[config.mk]
export PLATFORM = sky130hd
export DESIGN_NAME = gcd_lcm_engine
export DESIGN_NICKNAME = d
export VERILOG_FILES = /design/src/rtl/gcd_lcm_engine.sv
export SDC_FILE = /design/constraint.sdc
export NUM_CORES = 1
export LEC_CHECK = 0
export CORE_MARGIN = 2
export CORE_UTILIZATION = 35
export DETAILED_ROUTE_END_ITERATION = 7
export PLACE_DENSITY_LB_ADDON = 0.15
export SLEW_MARGIN = 15
export SYNTH_ARGS = -nofsm -noshare
export SYNTH_HDL_FRONTEND = slang
export SYNTH_SLANG_ARGS = --single-unit
[constraint.sdc]
create_clock -name clk -period 4.3 [get_ports clk]
set_input_delay 1.075 -clock clk [delete_from_list [all_inputs] [get_ports clk]]
set_output_delay 1.075 -clock clk [all_outputs]
set_load 0.05 [all_outputs]
[src/rtl/gcd_lcm_engine.sv]
`default_nettype none
// ============================================================================
//  Module      : gcd_lcm_engine
//  Description : Handshaked GCD/LCM calculator. The GCD uses the binary
//                (Stein) algorithm, one reduction step per cycle. The LCM is
//                (A/GCD)*B, using a restoring divider and a one-cycle
//                multiply. Results are held under full output backpressure.
//  Revision    : 1.0 - initial release
// ============================================================================
module gcd_lcm_engine #(
    parameter int DATA_W = 8,
    parameter int K_W    = $clog2(DATA_W) + 1
) (
    input  logic                  clk,
    input  logic                  rst_n,
    input  logic                  in_valid,
    output logic                  in_ready,
    input  logic [DATA_W-1:0]     a_in,
    input  logic [DATA_W-1:0]     b_in,
    output logic                  out_valid,
    input  logic                  out_ready,
    output logic [DATA_W-1:0]     gcd_out,
    output logic [2*DATA_W-1:0]   lcm_out
);

    typedef enum logic [2:0] {
        S_IDLE   = 3'd0,
        S_STRIP  = 3'd1,
        S_REDUCE = 3'd2,
        S_DIV    = 3'd3,
        S_MUL    = 3'd4,
        S_DONE   = 3'd5
    } state_t;

    localparam logic [K_W-1:0] C_DIV_LAST = K_W'(DATA_W - 1);
    localparam logic [K_W-1:0] C_ONE      = K_W'(1);

    state_t              r_state;
    state_t              w_state_nx;

    // Working operands, captured operands, GCD, divider state
    logic [DATA_W-1:0]   r_a;
    logic [DATA_W-1:0]   r_b;
    logic [DATA_W-1:0]   r_a_cap;
    logic [DATA_W-1:0]   r_b_cap;
    logic [DATA_W-1:0]   r_g;
    logic [DATA_W-1:0]   r_quo;
    logic [DATA_W-1:0]   r_rem;
    logic [K_W-1:0]      r_k;
    logic [K_W-1:0]      r_cnt;

    logic                w_zero_op;
    logic                w_any_odd;
    logic [DATA_W-1:0]   w_a_sub;
    logic [DATA_W-1:0]   w_b_sub;
    logic [DATA_W:0]     w_rem_sh;
    logic [DATA_W:0]     w_trial;
    logic                w_fits;
    logic [2*DATA_W-1:0] w_prod;

    assign w_zero_op = (a_in == '0) || (b_in == '0);
    assign w_any_odd = r_a[0] | r_b[0];
    assign w_a_sub   = r_a - r_b;
    assign w_b_sub   = r_b - r_a;

    // Restoring step: shift next dividend bit into the remainder and try g.
    // The remainder is always below g, so the trial result's MSB is a clean
    // borrow flag.
    assign w_rem_sh  = {r_rem, r_quo[DATA_W-1]};
    assign w_trial   = w_rem_sh - {1'b0, r_g};
    assign w_fits    = ~w_trial[DATA_W];

    assign w_prod    = {{DATA_W{1'b0}}, r_quo} * {{DATA_W{1'b0}}, r_b_cap};

    // Next-state decode
    always_comb begin
        w_state_nx = r_state;
        case (r_state)
            S_IDLE:   if (in_valid) w_state_nx = w_zero_op ? S_DONE : S_STRIP;
            S_STRIP:  if (w_any_odd) w_state_nx = S_REDUCE;
            S_REDUCE: if (r_a == r_b) w_state_nx = S_DIV;
            S_DIV:    if (r_cnt == C_DIV_LAST) w_state_nx = S_MUL;
            S_MUL:    w_state_nx = S_DONE;
            S_DONE:   if (out_ready) w_state_nx = S_IDLE;
            default:  w_state_nx = S_IDLE;
        endcase
    end

    // State register with handshake flags registered from the next state
    always_ff @(posedge clk or negedge rst_n) begin
        if (!rst_n) begin
            r_state   <= S_IDLE;
            in_ready  <= 1'b1;
            out_valid <= 1'b0;
        end else begin
            r_state   <= w_state_nx;
            in_ready  <= (w_state_nx == S_IDLE);
            out_valid <= (w_state_nx == S_DONE);
        end
    end

    // Datapath: capture, Stein reduction, division, multiply, result hold
    always_ff @(posedge clk or negedge rst_n) begin
        if (!rst_n) begin
            r_a     <= '0;
            r_b     <= '0;
            r_a_cap <= '0;
            r_b_cap <= '0;
            r_g     <= '0;
            r_quo   <= '0;
            r_rem   <= '0;
            r_k     <= '0;
            r_cnt   <= '0;
            gcd_out <= '0;
            lcm_out <= '0;
        end else begin
            case (r_state)
                S_IDLE: begin
                    if (in_valid) begin
                        r_a     <= a_in;
                        r_b     <= b_in;
                        r_a_cap <= a_in;
                        r_b_cap <= b_in;
                        r_k     <= '0;
                        if (w_zero_op) begin
                            gcd_out <= a_in | b_in;
                            lcm_out <= '0;
                        end
                    end
                end
                S_STRIP: begin
                    if (!w_any_odd) begin
                        r_a <= r_a >> 1;
                        r_b <= r_b >> 1;
                        r_k <= r_k + C_ONE;
                    end
                end
                S_REDUCE: begin
                    if (r_a == r_b) begin
                        r_g   <= r_a << r_k;
                        r_quo <= r_a_cap;
                        r_rem <= '0;
                        r_cnt <= '0;
                    end else if (!r_a[0]) begin
                        r_a <= r_a >> 1;
                    end else if (!r_b[0]) begin
                        r_b <= r_b >> 1;
                    end else if (r_a > r_b) begin
                        r_a <= w_a_sub >> 1;
                    end else begin
                        r_b <= w_b_sub >> 1;
                    end
                end
                S_DIV: begin
                    r_rem <= w_fits ? w_trial[DATA_W-1:0] : w_rem_sh[DATA_W-1:0];
                    r_quo <= {r_quo[DATA_W-2:0], w_fits};
                    r_cnt <= r_cnt + C_ONE;
                end
                S_MUL: begin
                    gcd_out <= r_g;
                    lcm_out <= w_prod;
                end
                default: begin
                end
            endcase
        end
    end

endmodule
`default_nettype wire

# Word level (Yosys, flattened, before mapping)
# Index checks and enable logic that the tools add are counted.
# totals
ff_bits	93
input_bits	20
out_inout_bits	26
elab_cells	99
# classes
add_sub_neg	5
multipliers	1
magnitude_cmp	1
n_eq_ne	17
n_shift	1
muxes	37
bitwise	3
reduce_logical	18
# op_table
cell	count
8-bit two-way mux	17
8-bit one-hot mux with 2 select lines	3
8-bit one-hot mux with 3 select lines	2
16-bit two-way mux	2
16-bit one-hot mux with 2 select lines	1
3-bit two-way mux	6
3-bit one-hot mux with 6 select lines	1
8-bit logical NOT	2
8-bit by 8-bit multiplier with 16-bit output	1
4-bit one-hot mux with 2 select lines	2
8-bit subtractor	2
4-bit two-way mux	3
2-bit != test, second input constant	6
6-bit AND reduction	2
3-bit equality test, second input constant	3
3-bit != test, second input constant	3
9-bit by 8-bit subtractor with 9-bit output	1
4-bit by 1-bit adder with 4-bit output, second input constant	2
8-bit equality test	1
8-bit greater-than comparator	1
8-bit OR	1
8-bit by 4-bit << shifter with 8-bit output	1
3-bit by 2-bit equality test with 1-bit output, second input constant	2
3-bit logical NOT	2
11 further kinds	16

# Logic depth before layout (Yosys ltp)
# Gate-level depths: netlist of run 1.
# depth
depth_word	6
mapped_depth	17
mapped_depth_nobuf	16

# Least setup slack after synthesis of run 1
# No wires, ideal clock.
# synth_timing
path_kind	flip-flop to flip-flop
from	register r_quo[0]
to	register lcm_out[15]
setup_time_ps	124
arrival_ps	4219
t_required_ps	4176
path_slack_ps	-43
stages_incl_launch_ff	17
cell_sequence	dfrtp_1 -> clkbuf_1 -> nand2_1 -> fa_1 -> fa_1 -> inv_1 -> fa_1 -> inv_1 -> fa_1 -> inv_1 -> ha_1 -> nand2_1 -> o311ai_0 -> a21o_1 -> nand4_1 -> mux2i_1 -> a211o_1
# synth_via
elab_chain_len	2
# synth_lines
element	line	rtl
start, declared	47	logic [DATA_W-1:0] r_quo;
start signal, assigned	141	r_quo <= r_a_cap;
start signal, assigned	156	r_quo <= {r_quo[DATA_W-2:0], w_fits};
8-bit by 8-bit multiplier with 16-bit output	73	assign w_prod = {{DATA_W{1'b0}}, r_quo} * {{DATA_W{1'b0}}, r_b_cap};
16-bit one-hot mux with 2 select lines	117	case (r_state)
end signal, assigned	161	lcm_out <= w_prod;
end, declared	23	output logic [2*DATA_W-1:0] lcm_out
# No other way between the ends.
# A chain may end at the register's enable or synchronous reset.

# Worst setup path in the final report of run 1
# layout_timing
from	register r_quo[3]
to	register lcm_out[13]
# The elaborated chain is that of the path after synthesis.

==> impl_metrics.ini, run 1 <==
[status]
run_status = finished, final reports clean

[logic_synthesis]
cell_accounting_for_the_most_synthesized_area = dfrtp_1
synth_area_per_cell_sq_um = 8.78
synth.area.top_cells = dfrtp_1, ha_1, fa_1
synth_warnings = 0
synth_top_family_by_area = adder cells
synth.mux.area_fraction_pct = 2.82
synth_seq_area_share_pct = 30.7
synthCells = 863
synth_area_sq_um = 7580
yosys_register_bits = 93
dominant_register_cell_in_the_synthesized_netlist = dfrtp_1
synth_enable_flop_cells = 0
syn_nets = 985
synthAdderAreaFrac_pct = 20.7
synth_simple_gate_area_share_pct = 19.8
synthDistinctLibCells = 70
async_reset_ff_share_pct = 100
netlist.area_leader.share_pct = 30.4
synth-xor-area-share_pct = 2.89
fraction_of_the_mapped_netlist_area_in_compound_gates_pct = 16.5

[die]
cell_rows = 53
floorplan.initialDensity_pct = 35.8
die_w_um = 151
floorplan.die_area_sq_um = 22800
fp.coreArea_sq_um = 21200
io-pin-count = 46
die_height_um = 151

[detailed_routing]
detailedRoute.firstIterationViolations = 329
drc = 0
post_drt_wl_per_cell_um = 16.9
vias_per_cell = 5.12
drt_first_pass_iters = 5
vias = 6174
drtAntennaViolNets = 0
postRouteWirelength_um = 20400

[worst_setup_path]
timing.critical_path.slowest_stage_cell = fa_1
critPathRequiredTime_ns = 4.52
worst_path_most_repeated_cell = fa_1
timing.critical_path.to_type = flop
critical_path.cell_chain = and2_4 > fa_1 > fa_1 > fa_1 > inv_1 > fa_1 > inv_2 > ha_4 > buf_6 > a21oi_4 > o311ai_4 > a21o_1 > a31oi_1 > xor2_1 > o21ai_1
cp_data_arrival_time_ns = 4.44
type_of_the_setup_path_with_the_least_slack = reg -> reg
sort_of_element_at_the_start_of_the_critical_path = flop
cp_max_fo = 4
critical_path.startpoint = r_quo[3]$_DFFE_PN0P_
timing.critical_path.slowest_cell_delay_ns = 0.53
regToRegStartpoint = r_quo[3]$_DFFE_PN0P_

[cts]
cts_tree = done
path_clk_slew_ns = 0.08
maximum_level_of_the_cts_h_tree = 3
root_buffer = clkbuf_16
cts_made_buffers = 9
clock_sinks = 93
clock_tree.buffer_depth = 2
clk_latency_ns = 0.36
cts.hold.buffers_added = 0

[timing]
max_slew_headroom_pct = 33.6
final-max-slew-violation-count = 0
worst_pin_slew_ns = 0.995
hold_slack_ns = 0.479
hold_viol = 0
grt_setup_unrepaired = yes
min_period_over_period_pct = 98.0
setup_viol_count_final = 0
fin_skew_ns = 0.0100
crit_path_time_final_ns = 4.21
fmax_mhz = 237

[grt]
antenna_found_initial = 0
overflow = 0
global_route_wire_length_before_repair_um = 33200
globalRouteTotalUtil_pct = 19.0
number_of_global_route_vias_before_repair = 6168
grt_max_degree = 41

[min_path]
source_of_the_worst_hold_timing_path = lcm_out[11]$_DFFE_PN0P_
hold_path_class = reg -> reg

[place]
gp_routability_congestion = 0.835
io_buffer_count = 45
place_hpwl_um = 15600

[flow_run]
cap_violations = 0

[final_layout]
p_r_area_growth_vs_syn_pct = 19.0
diodes = 0
layout.nets = 1049
drive_above_1_share_pct = 12.8
fill_cells = 2103
per-layer routing:
| layer | global-route usage [%] | wire length, um | vias to the layer above |
|---|---|---|---|
| li1 | - | - | 3076 |
| met1 | 25.7 | 9580 | 2998 |
| met2 | 32.2 | 10100 | 79 |
| met3 | 1.96 | 418 | 21 |
| met4 | 5.47 | 323 | 0 |
| met5 | 0 | 0 | - |
synth_stat cells, types with 3 or more instances:
cell	instances
or3_1	5
dfrtp_1	92
xnor2_1	16
o21ai_1	9
nor2b_1	4
and2_1	52
a21o_1	6
nor2_1	49
nor4_1	4
ha_1	63
o31ai_1	11
nand4_1	5
buf_2	10
a22oi_1	3
nand3_1	17
nor3_1	19
a21oi_1	29
a222oi_1	10
xor2_1	9
a31oi_1	16
clkbuf_1	23
inv_1	83
o21a_1	5
nand2_1	140
a211oi_1	11
a22o_1	5
nand3b_1	5
fa_1	39
o21ai_2	3
nand2b_1	4
mux2i_1	15
o21ai_0	51
per-stage QoR:
| stage | cell area, sq um | instances | setup slack, ns | util, % | setup TNS (ns) |
|---|---|---|---|---|---|
| floorplan | 7580 | 863 | 0.00944 | - | 0 |
| global placement | 8500 | 1183 | -0.195 | 40.2 | -0.393 |
| detailed placement | 8500 | 1183 | -0.253 | 40.2 | -0.578 |
| CTS | 8880 | 1204 | 0.0120 | 42.0 | 0 |
| global route | 9010 | 1207 | -0.0648 | 42.6 | -0.147 |
| finish | 9010 | 1207 | 0.0860 | 42.6 | 0 |
final timing paths:
path	endpoint	depth (start not counted)	slack, ns
hold reg to reg	lcm_out[11]$_DFFE_PN0P_	2	0.48
min in group asynchronous	r_b[3]$_DFFE_PN0P_	1	0.71
setup reg to reg	lcm_out[13]$_DFFE_PN0P_	15	0.09
setup / recovery	lcm_out[13]$_DFFE_PN0P_	15	0.09
max in group asynchronous	r_rem[6]$_DFFE_PN0P_	2	2.73
hold / removal	lcm_out[11]$_DFFE_PN0P_	2	0.48
registers in the layout (all words and copies together) (netlist names):
name       count
lcm_out       16
r_g            8
gcd_out        8
r_a_cap        8
r_k            4
r_rem          8
out_valid      1
r_b            8
r_quo          8
r_cnt          4
r_a            8
r_b_cap        8
in_ready       1
r_state        3
repair_timing:
| action | 4_1_cts | 5_1_grt |
|---|---|---|
| pin swaps | 23 | 35 |
| gates resized for setup | 13 | 30 |
| cloned | 0 | 0 |
| buffers inserted | 5 | 4 |
| endpoints found under the setup margin | 5 | 6 |
kinds of logic after synthesis:
group	after synthesis
compound gates	183
xor+xnor	25
fa+ha+maj	102
buf+inv	123
flops	93
mux	19
simple gates	318
area by class of cell:
type                            count  area, sq um  share of cell area [%]
Sequential cell                    93         2330                    25.9
Inverter                           83          312                    3.46
Tap cell                          275          344                    3.82
Clock inverter                      7         60.1                   0.666
Clock buffer                        9          225                    2.50
Timing Repair Buffer               93          831                    9.22
Multi-Input combinational cell    647         4910                    54.5
cell usage in the layout, fill, tap and decap left out, drive strengths merged, types with 6 or more instances in the layout:
master,Yosys,routed
xnor2,16,16
o31ai,11,11
a21o,6,6
clkdlybuf4s50,0,44
a222oi,10,10
mux2i,15,15
and2,53,53
nor3,20,20
clkbuf,25,9
a21oi,31,31
fa,39,39
o21ai,64,64
a211oi,11,11
nand2,140,140
or3,6,6
dfrtp,92,92
buf,15,49
ha,63,63
inv,83,85
a31oi,17,17
nor2,50,50
nand3,18,18
xor2,9,9
critical path: cells and delay by family, from the launching register on:
family / cells / cell delay [ns]
and+or+nand+nor: 1 / 0.17
AOI/OAI and AO/OA: 5 / 0.79
DFF: 1 / 0.44
adders and majority gates: 5 / 2.26
xor gates and xnor gates: 1 / 0.16
buffers and inverters: 3 / 0.24
Power of run 1 is left out: the tool's default activity adds up to more than one toggle a clock period on the data nets, which glitch-free logic cannot reach.
==> inputs of run 2 (changes only) <==
--- a/config.mk
+++ b/config.mk
@@ -9,6 +9,7 @@
 export CORE_UTILIZATION = 35
 export DETAILED_ROUTE_END_ITERATION = 7
 export PLACE_DENSITY_LB_ADDON = 0.15
+export SKIP_LAST_GASP = 1
 export SLEW_MARGIN = 15
 export SYNTH_ARGS = -nofsm -noshare
 export SYNTH_HDL_FRONTEND = slang
==> impl_metrics.ini, run 2 (same netlist as run 1, synthesis figures left out) <==
[place]
gp_routability_congestion = 0.835
dpl_worst_slack_ns = -0.253
io_buffer_count = 45
dpl_cell_area_sq_um = 8500
inst_count_dp = 1183
place_hpwl_um = 15600

[grt]
grt_max_degree = 41
antenna_found_initial = 0
globalRouteTotalUtil_pct = 19.0
global_route_wire_length_before_repair_um = 33200
overflow = 0
number_of_global_route_vias_before_repair = 6165

[cts]
root_buffer = clkbuf_16
cts_tree = done
clk_latency_ns = 0.36
clock_sinks = 93
path_clk_slew_ns = 0.08
cts.hold.buffers_added = 0
cts_made_buffers = 9
maximum_level_of_the_cts_h_tree = 3
clock_tree.buffer_depth = 2

[die]
floorplan.die_area_sq_um = 22800
cell_rows = 53
die_height_um = 151
fp.coreArea_sq_um = 21200
die_w_um = 151
floorplan.initialDensity_pct = 35.8
io-pin-count = 46

[worst_setup_path]
type_of_the_setup_path_with_the_least_slack = reg -> reg
cp_data_arrival_time_ns = 4.43
timing.critical_path.slowest_cell_delay_ns = 0.52
timing.critical_path.slowest_stage_cell = fa_1
critical_path.cell_chain = buf_6 > and2_4 > fa_1 > fa_1 > fa_1 > inv_1 > fa_1 > inv_2 > ha_4 > buf_6 > a21oi_4 > o311ai_4 > a21o_1 > a31oi_1 > xor2_1 > o21ai_1
cp_max_fo = 3
critPathRequiredTime_ns = 4.52
sort_of_element_at_the_start_of_the_critical_path = flop
timing.critical_path.to_type = flop
worst_path_most_repeated_cell = fa_1

[detailed_routing]
vias = 6203
vias_per_cell = 5.14
drtAntennaViolNets = 0
drt_first_pass_iters = 5
post_drt_wl_per_cell_um = 16.9
drc = 0
postRouteWirelength_um = 20400
detailedRoute.firstIterationViolations = 324

[timing]
fin_skew_ns = 0.00999
final.setup.worst_slack_ns = 0.0922
worst_pin_slew_ns = 0.999
max_slew_headroom_pct = 33.4
min_period_over_period_pct = 97.9
setup_viol_count_final = 0
crit_path_time_final_ns = 4.21
grt_setup_unrepaired = yes
hold_viol = 0
fmax_mhz = 238
hold_slack_ns = 0.479
final-max-slew-violation-count = 0

[final_layout]
diodes = 0
register_with_the_most_flip_flops = lcm_out
layout.nets = 1049
finalNonFillerCells = 1207
final_cell_mix = nand2_1, dfrtp_1, inv_1
postLayoutCellArea_sq_um = 9010
drive_above_1_share_pct = 12.7
p_r_area_growth_vs_syn_pct = 18.9
most_frequent_standard_cell_in_the_layout_excluding_fill_and_tap_cells = nand2_1
largest_reg_flops = 16

[flow_run]
cap_violations = 0

[status]
run_status = finished, final reports clean

[min_path]
hold_path_class = reg -> reg
run 2: layout make-up:
| cell class | instances | area (sq um) |
|---|---|---|
| repair buffers | 93 | 831 |
| inverters | 83 | 312 |
| fillers | 2107 | 12100 |
| clock inverters | 7 | 60.1 |
| well taps | 275 | 344 |
| multi-input cells | 647 | 4900 |
| flip-flops and latches | 93 | 2330 |
| clock buffers | 9 | 225 |
run 2: path summary, 6_finish.rpt:
kind | startpoint | end | slack (ns) | cells after the start
setup / recovery | r_quo[3]$_DFFE_PN0P_ | lcm_out[13]$_DFFE_PN0P_ | 0.09 | 16
hold / removal | lcm_out[11]$_DFFE_PN0P_ | lcm_out[11]$_DFFE_PN0P_ | 0.48 | 2
max in group asynchronous | rst_n | r_a_cap[6]$_DFFE_PN0P_ | 2.73 | 2
setup reg to reg | r_quo[3]$_DFFE_PN0P_ | lcm_out[13]$_DFFE_PN0P_ | 0.09 | 16
min in group asynchronous | rst_n | r_b[3]$_DFFE_PN0P_ | 0.71 | 1
hold reg to reg | lcm_out[11]$_DFFE_PN0P_ | lcm_out[11]$_DFFE_PN0P_ | 0.48 | 2
run 2: what timing repair did:
action	in CTS	in global routing
pin swaps	22	35
buffers inserted	5	4
setup endpoints to repair	5	6
resized for setup	13	28
run 2: metal layers:
layer	part of all wire (%)	GRT usage [%]	routed length [um]
met1	47	25.7	9610
met2	49	32.2	10100
met3	2.1	1.96	433
met4	1.6	5.47	333
met5	0	0	0
run 2: per-stage QoR:
stage / TNS, ns / util [%]
final: 0 / 42.6
after global routing: -0.154 / 42.6
after CTS: -0.0130 / 42.0
after detailed placement: -0.578 / 40.2
after global placement: -0.393 / 40.2
after floorplan: 0 / -
run 2: critical path, delay by kind of cell (launching register included):
family          cells  cell delay (ns)
compound gates      5             0.79
flops               1             0.41
fa+ha+maj           5             2.19
buf+inv             4             0.37
simple gates        1             0.15
xor+xnor            1             0.16
Power of run 2 is left out for the same reason.
==> inputs of run 3 (changes only) <==
==> constraint.sdc (replaced) <==
create_clock -name clk -period 4.55 [get_ports clk]
set_input_delay 1.1375 -clock clk [delete_from_list [all_inputs] [get_ports clk]]
set_output_delay 1.1375 -clock clk [all_outputs]
set_load 0.05 [all_outputs]
==> impl_metrics.ini, run 3 (same netlist as run 1, synthesis figures left out) <==
[die]
floorplan.die_area_sq_um = 22800
cell_rows = 53
die_w_um = 151
die_height_um = 151
fp.coreArea_sq_um = 21200
io-pin-count = 46
floorplan.initialDensity_pct = 35.8

[final_layout]
largest_reg_flops = 16
register_with_the_most_flip_flops = lcm_out
final_cell_mix = nand2_1, dfrtp_1, inv_1
postLayoutCellArea_sq_um = 8770
diodes = 0
postLayoutCoreUtil_pct = 41.5
most_frequent_standard_cell_in_the_layout_excluding_fill_and_tap_cells = nand2_1
layout.nets = 1024
drive_above_1_share_pct = 8.82
p_r_area_growth_vs_syn_pct = 15.8

[detailed_routing]
post_drt_wl_per_cell_um = 17.1
vias = 6059
drtAntennaViolNets = 0
postRouteWirelength_um = 20300
detailedRoute.firstIterationViolations = 402
drc = 0
vias_per_cell = 5.13
drt_first_pass_iters = 5

[cts]
clk_latency_ns = 0.36
path_clk_slew_ns = 0.08
cts_tree = done
maximum_level_of_the_cts_h_tree = 3
clock_tree.buffer_depth = 2
cts_made_buffers = 9
root_buffer = clkbuf_16
clock_sinks = 93

[worst_setup_path]
timing.critical_path.slowest_stage_cell = fa_1
critPathRequiredTime_ns = 4.76
cp_data_arrival_time_ns = 4.51
critPathBufInv = 3
sort_of_element_at_the_start_of_the_critical_path = flop
critical_path.cell_chain = buf_4 > and2_1 > fa_1 > fa_1 > inv_1 > fa_1 > fa_1 > inv_1 > ha_4 > o21ai_1 > o211ai_1 > nand4_1 > a31oi_2 > o21a_1 > o31ai_2
timing.critical_path.slowest_cell_delay_ns = 0.54
type_of_the_setup_path_with_the_least_slack = reg -> reg
worst_path_most_repeated_cell = fa_1
timing.critical_path.to_type = flop
cp_max_fo = 8
critical_path.top_delay_family = adder cells

[timing]
max_slew_headroom_pct = 26.6
min_period_over_period_pct = 94.7
crit_path_time_final_ns = 4.31
fin_skew_ns = 0.0165
hold_slack_ns = 0.481
final-max-slew-violation-count = 0
fmax_mhz = 232
worst_pin_slew_ns = 1.10
hold_viol = 0
setup_total_negative_slack_ns = 0
grt_setup_unrepaired = no
setup_viol_count_final = 0

[status]
run_status = finished, final reports clean

[min_path]
hold_path_class = reg -> reg

[place]
place_hpwl_um = 15300
dpl_cell_area_sq_um = 8350
gp_routability_congestion = 0.903
io_buffer_count = 45

[grt]
overflow = 0
antenna_found_initial = 0
global_route_wire_length_before_repair_um = 32900
grt_max_degree = 63
globalRouteTotalUtil_pct = 18.8
number_of_global_route_vias_before_repair = 5994

[flow_run]
cap_violations = 0
## run 3: changes by cell type in the layout (fill, tap and decap cells not counted), moves of 3 or more
cell	delta
buf_4	-19
buf_6	-6
fa_1	+4
fa_2	-4
inv_1	+4
inv_2	-4
and2_1	+3
and2_4	-3
## run 3: worst paths after layout
check                                       start  slack (ns)                      end  cells past startpoint
min reg2reg                gcd_out[2]$_DFFE_PN0P_        0.48   gcd_out[2]$_DFFE_PN0P_                      2
max reg2reg                  r_quo[1]$_DFFE_PN0P_        0.24  lcm_out[14]$_DFFE_PN0P_                     15
max in group asynchronous                   rst_n        2.85       in_ready$_DFF_PN1_                      2
max                          r_quo[1]$_DFFE_PN0P_        0.24  lcm_out[14]$_DFFE_PN0P_                     15
min                        gcd_out[2]$_DFFE_PN0P_        0.48   gcd_out[2]$_DFFE_PN0P_                      2
min in group asynchronous                   rst_n        0.84   lcm_out[5]$_DFFE_PN0P_                      1
## run 3: worst reg2reg max path: stages (launching register included)
cell and delay, ns:
dfrtp_1 0.39, buf_4 0.17, and2_1 0.17, fa_1 0.45, fa_1 0.54, inv_1 0.04, fa_1 0.46, fa_1 0.54
inv_1 0.07, ha_4 0.28, o21ai_1 0.10, o211ai_1 0.29, nand4_1 0.21, a31oi_2 0.21, o21a_1 0.17, o31ai_2 0.06
## run 3: stage by stage
stage | worst slack [ns] | std cells
CTS | 0.0642 | 1179
detailed placement | 0.0940 | 1163
finish | 0.240 | 1182
floorplan | 0.207 | 863
global route | 0.0453 | 1182
global placement | 0.108 | 1163
## run 3: final cells by class
class	count	area, sq um
multi-input combinational	647	4860
clock inverter	7	80.1
clock buffer	9	225
inverter	83	312
sequential	93	2330
timing repair buffer	68	621
fill	2129	12400
tap	275	344
## run 3: layer usage
metal | global-route usage, % | vias to the layer above | wire (um)
met4 | 4.11 | 0 | 262
li1 | - | 3016 | -
met5 | 0 | - | 0
met3 | 2.71 | 16 | 579
met1 | 28.2 | 2934 | 10500
met2 | 28.8 | 93 | 8950
## run 3: repair_timing
action / 4_1_cts / 5_1_grt
hold buffers: 0 / 0
gates resized for setup: 0 / 18
setup buffers: 0 / 3
setup endpoints to repair: 0 / 5
Power of run 3 is left out for the same reason.
